--- src/rtl/fetch_pkg.sv ---
// Shared types and constants for the instruction fetch stage.
package fetch_pkg;

  localparam int unsigned INST_W = 32;
  localparam logic [INST_W-1:0] NOP = 32'h0000_0013;

  typedef struct packed {
    logic [31:0]       pc;
    logic [INST_W-1:0] inst;
  } fetch_entry_t;

endpackage

--- src/rtl/fetch_queue.sv ---
// Circular FIFO of fetch entries with synchronous flush; the head reads as zero when empty.
module fetch_queue
  import fetch_pkg::*;
#(
  parameter int unsigned DEPTH = 2
) (
  input  logic                     clk_i,
  input  logic                     rst_i,
  input  logic                     flush_i,
  input  logic                     push_i,
  input  logic                     pop_i,
  input  fetch_entry_t             wdata_i,
  output fetch_entry_t             rdata_o,
  output logic [$clog2(DEPTH):0]   count_o,
  output logic                     full_o,
  output logic                     empty_o
);

  localparam int unsigned PW = $clog2(DEPTH);
  localparam logic [PW:0] DEPTH_C = (PW+1)'(DEPTH);

  fetch_entry_t    mem_q [DEPTH];
  logic [PW-1:0]   wr_ptr_q, rd_ptr_q;
  logic [PW:0]     count_q, count_d;

  always_comb begin
    count_d = count_q;
    if (push_i && !pop_i)      count_d = count_q + (PW+1)'(1);
    else if (pop_i && !push_i) count_d = count_q - (PW+1)'(1);
  end

  // When full, push and pop share a slot: the popped head is overwritten by the new entry.
  always_ff @(posedge clk_i or posedge rst_i) begin
    if (rst_i) begin
      wr_ptr_q <= '0;
      rd_ptr_q <= '0;
      count_q  <= '0;
      for (int unsigned i = 0; i < DEPTH; i++) mem_q[i] <= '0;
    end else if (flush_i) begin
      wr_ptr_q <= '0;
      rd_ptr_q <= '0;
      count_q  <= '0;
    end else begin
      if (push_i) begin
        mem_q[wr_ptr_q] <= wdata_i;
        wr_ptr_q        <= wr_ptr_q + PW'(1);
      end
      if (pop_i) rd_ptr_q <= rd_ptr_q + PW'(1);
      count_q <= count_d;
    end
  end

  assign empty_o = (count_q == '0);
  assign full_o  = (count_q == DEPTH_C);
  assign count_o = count_q;
  assign rdata_o = empty_o ? '0 : mem_q[rd_ptr_q];

endmodule

--- src/rtl/fetch_unit.sv ---
// Fetch stage: PC register, ROM addressing, and a fetch queue toward decode with redirect flush.
module fetch_unit
  import fetch_pkg::*;
#(
  parameter logic [31:0] RESET_PC = 32'h0000_0000,
  parameter int unsigned QDEPTH   = 2
) (
  input  logic              clk,
  input  logic              rst,
  output logic [31:0]       rom_addr,
  input  logic [INST_W-1:0] rom_out,
  input  logic              redirect_valid,
  input  logic [31:0]       redirect_pc,
  output logic              inst_valid,
  output logic [INST_W-1:0] inst,
  output logic [31:0]       inst_pc,
  input  logic              inst_ready
);

  localparam int unsigned CW = $clog2(QDEPTH) + 1;
  localparam logic [CW-1:0] QDEPTH_C = CW'(QDEPTH);

  logic [31:0]   pc_q, pc_d;
  logic          push, pop;
  logic          q_full, q_empty;
  logic [CW-1:0] q_count;
  fetch_entry_t  q_wdata, q_head;

  assign pop     = inst_valid & inst_ready;
  assign push    = !redirect_valid & (!q_full | pop);
  assign q_wdata = '{pc: pc_q, inst: rom_out};

  always_comb begin
    pc_d = pc_q;
    if (redirect_valid) pc_d = redirect_pc & 32'hFFFF_FFFC;
    else if (push)      pc_d = pc_q + 32'd4;
  end

  always_ff @(posedge clk or posedge rst) begin
    if (rst) pc_q <= RESET_PC;
    else     pc_q <= pc_d;
  end

  fetch_queue #(
    .DEPTH(QDEPTH)
  ) u_queue (
    .clk_i   (clk),
    .rst_i   (rst),
    .flush_i (redirect_valid),
    .push_i  (push),
    .pop_i   (pop),
    .wdata_i (q_wdata),
    .rdata_o (q_head),
    .count_o (q_count),
    .full_o  (q_full),
    .empty_o (q_empty)
  );

  assign rom_addr   = {2'b00, pc_q[31:2]};
  assign inst_valid = !q_empty;
  assign inst       = q_head.inst;
  assign inst_pc    = q_head.pc;

  a_count_bound : assert property (@(posedge clk) disable iff (rst) q_count <= QDEPTH_C);

endmodule

--- config.mk ---
export PLATFORM = sky130hd
export DESIGN_NAME = fetch_unit
export DESIGN_NICKNAME = d
export VERILOG_FILES = /design/src/rtl/fetch_pkg.sv /design/src/rtl/fetch_queue.sv /design/src/rtl/fetch_unit.sv
export SDC_FILE = /design/constraint.sdc
export NUM_CORES = 1
export LEC_CHECK = 0
export CORE_ASPECT_RATIO = 0.6
export CORE_MARGIN = 2
export CORE_UTILIZATION = 55
export DETAILED_ROUTE_END_ITERATION = 10
export GPL_ROUTABILITY_DRIVEN = 1
export PLACE_DENSITY = 0.86
export SLEW_MARGIN = 25
export SYNTH_ARGS = -nofsm -noshare
export SYNTH_HDL_FRONTEND = slang
export SYNTH_SLANG_ARGS = --single-unit
--- constraint.sdc ---
create_clock -name clk -period 14.9 [get_ports clk]
set_clock_uncertainty 0.15 [all_clocks]
set_input_delay 1.49 -clock clk [delete_from_list [all_inputs] [get_ports clk]]
set_output_delay 1.49 -clock clk [all_outputs]
set_load 0.01 [all_outputs]
==> impl_metrics.ini, run 1 <==
[setup_path]
path_buf_inv = 4
end_kind = flip-flop
max_stage_delay_ns = 0.85
start_kind = input port
crit_chain = clkdlybuf4s50_1 -> buf_4 -> inv_1 -> and3_2 -> buf_4 -> mux2_2
crit_path_max_fanout = 42
critPathRequiredTime_ns = 15.04
worstPathArrival_ns = 4.73
crit_path_top_delay_cell = and3_2
cpMostUsedCell = buf_4
path_delay_family = buffers and inverters
worstSetupPathType = in -> reg

[place]
gp_congestion = 0.8290
port_buffers = 158
place_hpwl_um = 12320

[timing]
hold_viol_final = 0
period_minus_slack_ns = 4.590
maxSlewHeadroom_pct = 37.17
setup_viol = 0
clock.fmax_mhz = 217.9
holdWs_ns = 0.3559
tns_ns = 0
slew_viol_final = 0
rsz0062_at_grt = no
post-route-period-util_pct = 30.81
worstMarginPinSlew_ns = 0.9415

[routing]
vias = 5590
avgRoutedWirePerCell_um = 19.13
drt-total-wl_um = 18610
drc = 0
drtIter0Drc = 383
first_pass_iters = 4
ant_nets = 0
via_per_inst = 5.745

[yosys]
synth_largest_area_cell = dfrtp_1
yosysTopAreaCellShare_pct = 52.60
async_flop_share_pct = 100.0
synth_edf_count = 0
yosysUniqueCellTypes = 42
yosys_warnings = 0
yosysSeqAreaShare_pct = 52.60
synth_cells = 642
syn-cell-area_um2 = 7517
ys_ff_latch = 158
synth-main-ff-cell = dfrtp_1
synth.area.top_cells = dfrtp_1 (53%), mux2_2 (19%), mux2i_1 (8.4%), nor2_1 (4.3%), nand2_1 (1.4%)
syn_area_per_cell_um2 = 11.71

[clocking]
cts.sinks = 158
root_buffer = clkbuf_16
cts_tree = built
cts.repair.resized = 0
cts_inserted_buffers = 17
cts_hold_buf = 0
path_clk_slew_ns = 0.07
cts_setup_buffers = 0
worstSkewPairLatency_ns = 0.42
htree_levels = 4
cts_max_path_buffers = 2

[finish]
syn_to_final_growth_pct = 30.98
fillCellCount = 889
n_antenna_cell = 0
final_net_count = 854
drive_gt1_share_pct = 21.55

[floorplan]
ios = 165
row_count = 33
die_h_um = 94.56
chipWidth_um = 154.9
start_util_pct = 55.68
die_area_um2 = 14650
fp.coreArea_um2 = 13500

[pwr]
p_per_area_nw_per_um2 = 142.6
vdd_drop_max_uv = 82.26
leakage_nw = 3.891

[status]
outcome = finished, final reports clean

[global_routing]
grt_pass1_vias = 5559
grt_pass1_wl_um = 29080
grt_use_total_pct = 25.63
grt_overflow_total = 0
antenna_found_initial = 0
grt_max_degree = 82

[flow_run]
drv_cap = 0

[worst_hold_path]
hold_path.class = reg -> reg
registers in the layout, indices dropped and copies added, names as in the netlist:
register / count
u_queue.rd_ptr_q: 1
u_queue.count_o: 2
u_queue.wr_ptr_q: 1
pc_q: 30
u_queue.mem_q: 124
cell usage in the layout (no fill, tap or decap), types with 2 or more instances in the layout:
cell and n:
clkdlybuf4s50_1 158, dfrtp_1 157, mux2_2 124, nor2_1 85, mux2i_1 63, nand2_1 29
clkbuf_16 17, nand3_1 15, o21ai_0 15, a31oi_1 14, nand4_1 13, xnor2_1 11
or4_1 10, o31ai_1 10, inv_1 6, buf_4 6, nor3_1 5, or3_1 4
nor4_1 4, conb_1 4, clkbuf_8 4, clkinvlp_4 4, inv_6 3, nor2b_1 3
and4_1 3, xor2_1 2, a22oi_1 2, bufinv_16 2
cells in the mapped netlist, types with 10 or more instances:
| master | count |
|---|---|
| nand4_1 | 13 |
| nand3_1 | 15 |
| o31ai_1 | 10 |
| dfrtp_1 | 158 |
| xnor2_1 | 11 |
| or4_1 | 10 |
| nand2_1 | 29 |
| o21ai_0 | 15 |
| buf_2 | 15 |
| clkbuf_1 | 22 |
| nor2_1 | 86 |
| mux2_2 | 124 |
| mux2i_1 | 63 |
| a31oi_1 | 14 |
final timing paths:
check	from	end	slack, ns	cells after the start
worst max-delay path	redirect_valid	u_queue.mem_q[34]	10.31	6
worst min-delay path	u_queue.mem_q[21]	u_queue.mem_q[21]	0.36	1
worst max register to register	u_queue.count_o[1]	u_queue.mem_q[34]	12.06	4
worst min register to register	u_queue.mem_q[21]	u_queue.mem_q[21]	0.36	1
max in group asynchronous	rst	u_queue.rd_ptr_q	11.92	3
min in group asynchronous	rst	u_queue.mem_q[3]	1.43	2
power by group:
| group | switching [mW] | leakage (nW) | internal [mW] |
|---|---|---|---|
| registers | 0.0726 | 1.85 | 0.526 |
| logic | 0.151 | 1.76 | 0.209 |
| clock network | 0.178 | 0.288 | 0.267 |
| total | 0.402 | 3.89 | 1.00 |
area by class of cell:
type	instances	area (um^2)	area share, %
clock buffers	22	484.2	4.918
clock inverters	10	127.6	1.296
inverters	7	31.28	0.3177
multi-input cells	435	3361	34.13
flip-flops and latches	158	3958	40.20
well taps	175	219.0	2.224
repair buffers	166	1665	16.91
layer usage:
metal | track usage (%) | vias up | wire length, um
met2 | 39.56 | 180 | 8492
li1 | - | 2565 | -
met4 | 6.713 | 0 | 187
met1 | 35.87 | 2831 | 8533
met3 | 7.572 | 14 | 1400
met5 | 0 | - | 0
cell families (layout without fill, tap and decap cells):
| group | Yosys count | count (layout) | synth area share, % |
|---|---|---|---|
| flip-flops | 158 | 158 | 52.60 |
| other | 1 | 4 | 0.04989 |
| multiplexers | 187 | 187 | 26.96 |
| AND/OR/NAND/NOR | 183 | 183 | 11.67 |
| AO/OA/AOI/OAI | 47 | 47 | 3.995 |
| adder cells (fa/ha/maj) | 1 | 1 | 0.1664 |
| XOR/XNOR | 13 | 13 | 1.515 |
| buffers and inverters | 52 | 205 | 3.046 |
through the flow:
step / util [%] / setup slack [ns] / instances / cell area [um^2] / power (mW)
after CTS: 72.89 / 10.33 / 973 / 9842 / 1.411
after global placement: 68.16 / 9.981 / 940 / 9203 / 0.9394
after detailed placement: 68.36 / 9.900 / 941 / 9230 / 0.9638
after floorplan: - / 8.997 / 645 / 7528 / 0.7979
after global routing: 72.92 / 10.11 / 973 / 9846 / 1.467
final: 72.92 / 10.31 / 973 / 9846 / 1.404
(Power assumes the default switching activity.)
==> inputs of run 2 (changes only) <==
Settings changed: CORE_UTILIZATION 55 to 46, PLACE_DENSITY 0.86 to 0.77.
Clock period 14.9 ns to 3.97 ns, I/O delays scaled along.
==> run 2 against run 1 <==
Effect of this change: clock-buffer cell count is 2 lower; hold slack worse by 0.0018 ns; via count is 0.36% higher; sequential share of layout area is 0.22 points lower; sequential power grew to 3.7 times the previous value; critical endpoint is now inst[4]; core utilization is 12 points lower; global-route usage is 4.0 points lower; sequential cell count stayed put; clock power grew to 3.7 times the previous value; largest power group unchanged; final area is 0.55% higher.
==> impl_metrics.ini, run 2 (synthesis gave the netlist of run 1 again) <==
[finish]
stdcell_count = 1010
fillCellCount = 1275
top_register = u_queue.mem_q
postLayoutCoreUtil_pct = 61.39
final_net_count = 857
largest_register_ffs = 124
drive_gt1_share_pct = 21.60
seq_area_um2 = 3958
multiInputGateArea_um2 = 3364
final_common_cell = clkdlybuf4s50_1
final_cell_mix = clkdlybuf4s50_1 (158), dfrtp_1 (157), mux2_2 (124), nor2_1 (85), mux2i_1 (63)
n_antenna_cell = 0
syn_to_final_growth_pct = 31.69

[timing]
slew_viol_final = 0
period_minus_slack_ns = 3.004
hold_viol_final = 0
post-route-period-util_pct = 75.68
setup_viol = 0
maxSlewHeadroom_pct = 43.72
worstMarginPinSlew_ns = 0.8442
tns_ns = 0
rsz0062_at_grt = no
clock.fmax_mhz = 332.8

[setup_path]
start_kind = flip-flop
end_kind = output port
worstSetupPathType = reg -> out
crit_chain = nor2_4 -> buf_4 -> nor2_1 -> clkdlybuf4s50_1
critPathRequiredTime_ns = 3.42
crit_path_max_fanout = 56
worstPathArrival_ns = 2.46
max_stage_delay_ns = 0.59
crit_path_top_delay_cell = buf_4

[clocking]
cts_setup_buffers = 0
cts_max_path_buffers = 2
cts_hold_buf = 0
cts.sinks = 158
htree_levels = 4
path_clk_slew_ns = 0.06
worstSkewPairLatency_ns = 0.41
cts.repair.resized = 0
cts_inserted_buffers = 17
root_buffer = clkbuf_16
cts_tree = built

[routing]
first_pass_iters = 4
drc = 0
drtIter0Drc = 354
ant_nets = 0
via_per_inst = 5.554
avgRoutedWirePerCell_um = 18.34
drt-total-wl_um = 18520
vias = 5610

[floorplan]
row_count = 36
die_h_um = 103.0
chipWidth_um = 169.0
die_area_um2 = 17410
ios = 165
fp.coreArea_um2 = 16130
start_util_pct = 46.62

[pwr]
internal_power_mw = 3.754
combPwrFrac_pct = 25.6
power_mw = 5.237
swShare_pct = 28.31
power_frac_seq_pct = 42.8
vdd_drop_max_uv = 303.3
p_clk_share_pct = 31.6
p_sw_mw = 1.483
p_per_area_nw_per_um2 = 529.0
leakage_nw = 3.890

[global_routing]
grt_pass1_vias = 5687
busiest_layer = met2
grt_max_degree = 159
grt_pass1_wl_um = 29370
gr-usage-met1_pct = 28.71
antenna_found_initial = 1
grt_overflow_total = 0
grt.met3_usage_pct = 6.910
grt_use_total_pct = 21.60
use_met2_pct = 34.84

[flow_run]
drv_cap = 0

[place]
dp_cells = 978
gp_congestion = 0.8145
place_hpwl_um = 12320
port_buffers = 158

[worst_hold_path]
hold_path.class = reg -> reg

[status]
outcome = finished, final reports clean
## run 2: routing by layer
metal / wire [um] / vias up
met2: 8489 / 185
li1: - / 2569
met1: 8449 / 2832
met5: 13 / -
met3: 1375 / 22
met4: 192 / 2
## run 2: path summary, 6_finish.rpt
| path | startpoint | to | slack [ns] | cells past startpoint |
|---|---|---|---|---|
| setup reg to reg | pc_q[6] | pc_q[22] | 1.55 | 4 |
| max in group asynchronous | rst | u_queue.rd_ptr_q | 2.53 | 3 |
| min in group asynchronous | rst | u_queue.mem_q[0] | 0.46 | 3 |
| hold / removal | u_queue.mem_q[53] | u_queue.mem_q[53] | 0.35 | 1 |
| setup / recovery | u_queue.count_o[0] | inst[4] | 0.97 | 4 |
| hold reg to reg | u_queue.mem_q[53] | u_queue.mem_q[53] | 0.35 | 1 |
## run 2: cell type report
| type | instances | area share, % |
|---|---|---|
| well taps | 209 | 2.642 |
| flip-flops and latches | 158 | 39.98 |
| repair buffers | 169 | 17.06 |
| multi-input cells | 435 | 33.99 |
| clock inverters | 12 | 1.618 |
| clock buffers | 20 | 4.411 |
| inverters | 7 | 0.3033 |
## run 2: critical path: cells and delay by family, from the launching register on
family	cells	cell delay [ns]
flip-flops	1	0.43
buffers and inverters	2	1.11
AND/OR/NAND/NOR	2	0.47
## run 2: power by group through the flow
stage,logic [mW],registers [mW],clock network (mW)
floorplan,0.820,2.18,0
global placement,1.30,2.24,0
detailed placement,1.34,2.27,0
CTS,1.36,2.24,1.67
global route,1.45,2.30,1.76
finish,1.34,2.24,1.66
## run 2: metrics by stage
stage / worst slack, ns / hold WS [ns] / area [um^2]
after global routing: 0.8167 / 0.3642 / 9899
after global placement: 0.8645 / 0.3378 / 9299
final: 0.9656 / 0.3541 / 9899
after floorplan: 1.422 / 0.3300 / 7532
after detailed placement: 0.8346 / 0.3449 / 9299
after CTS: 0.9149 / 0.3585 / 9896
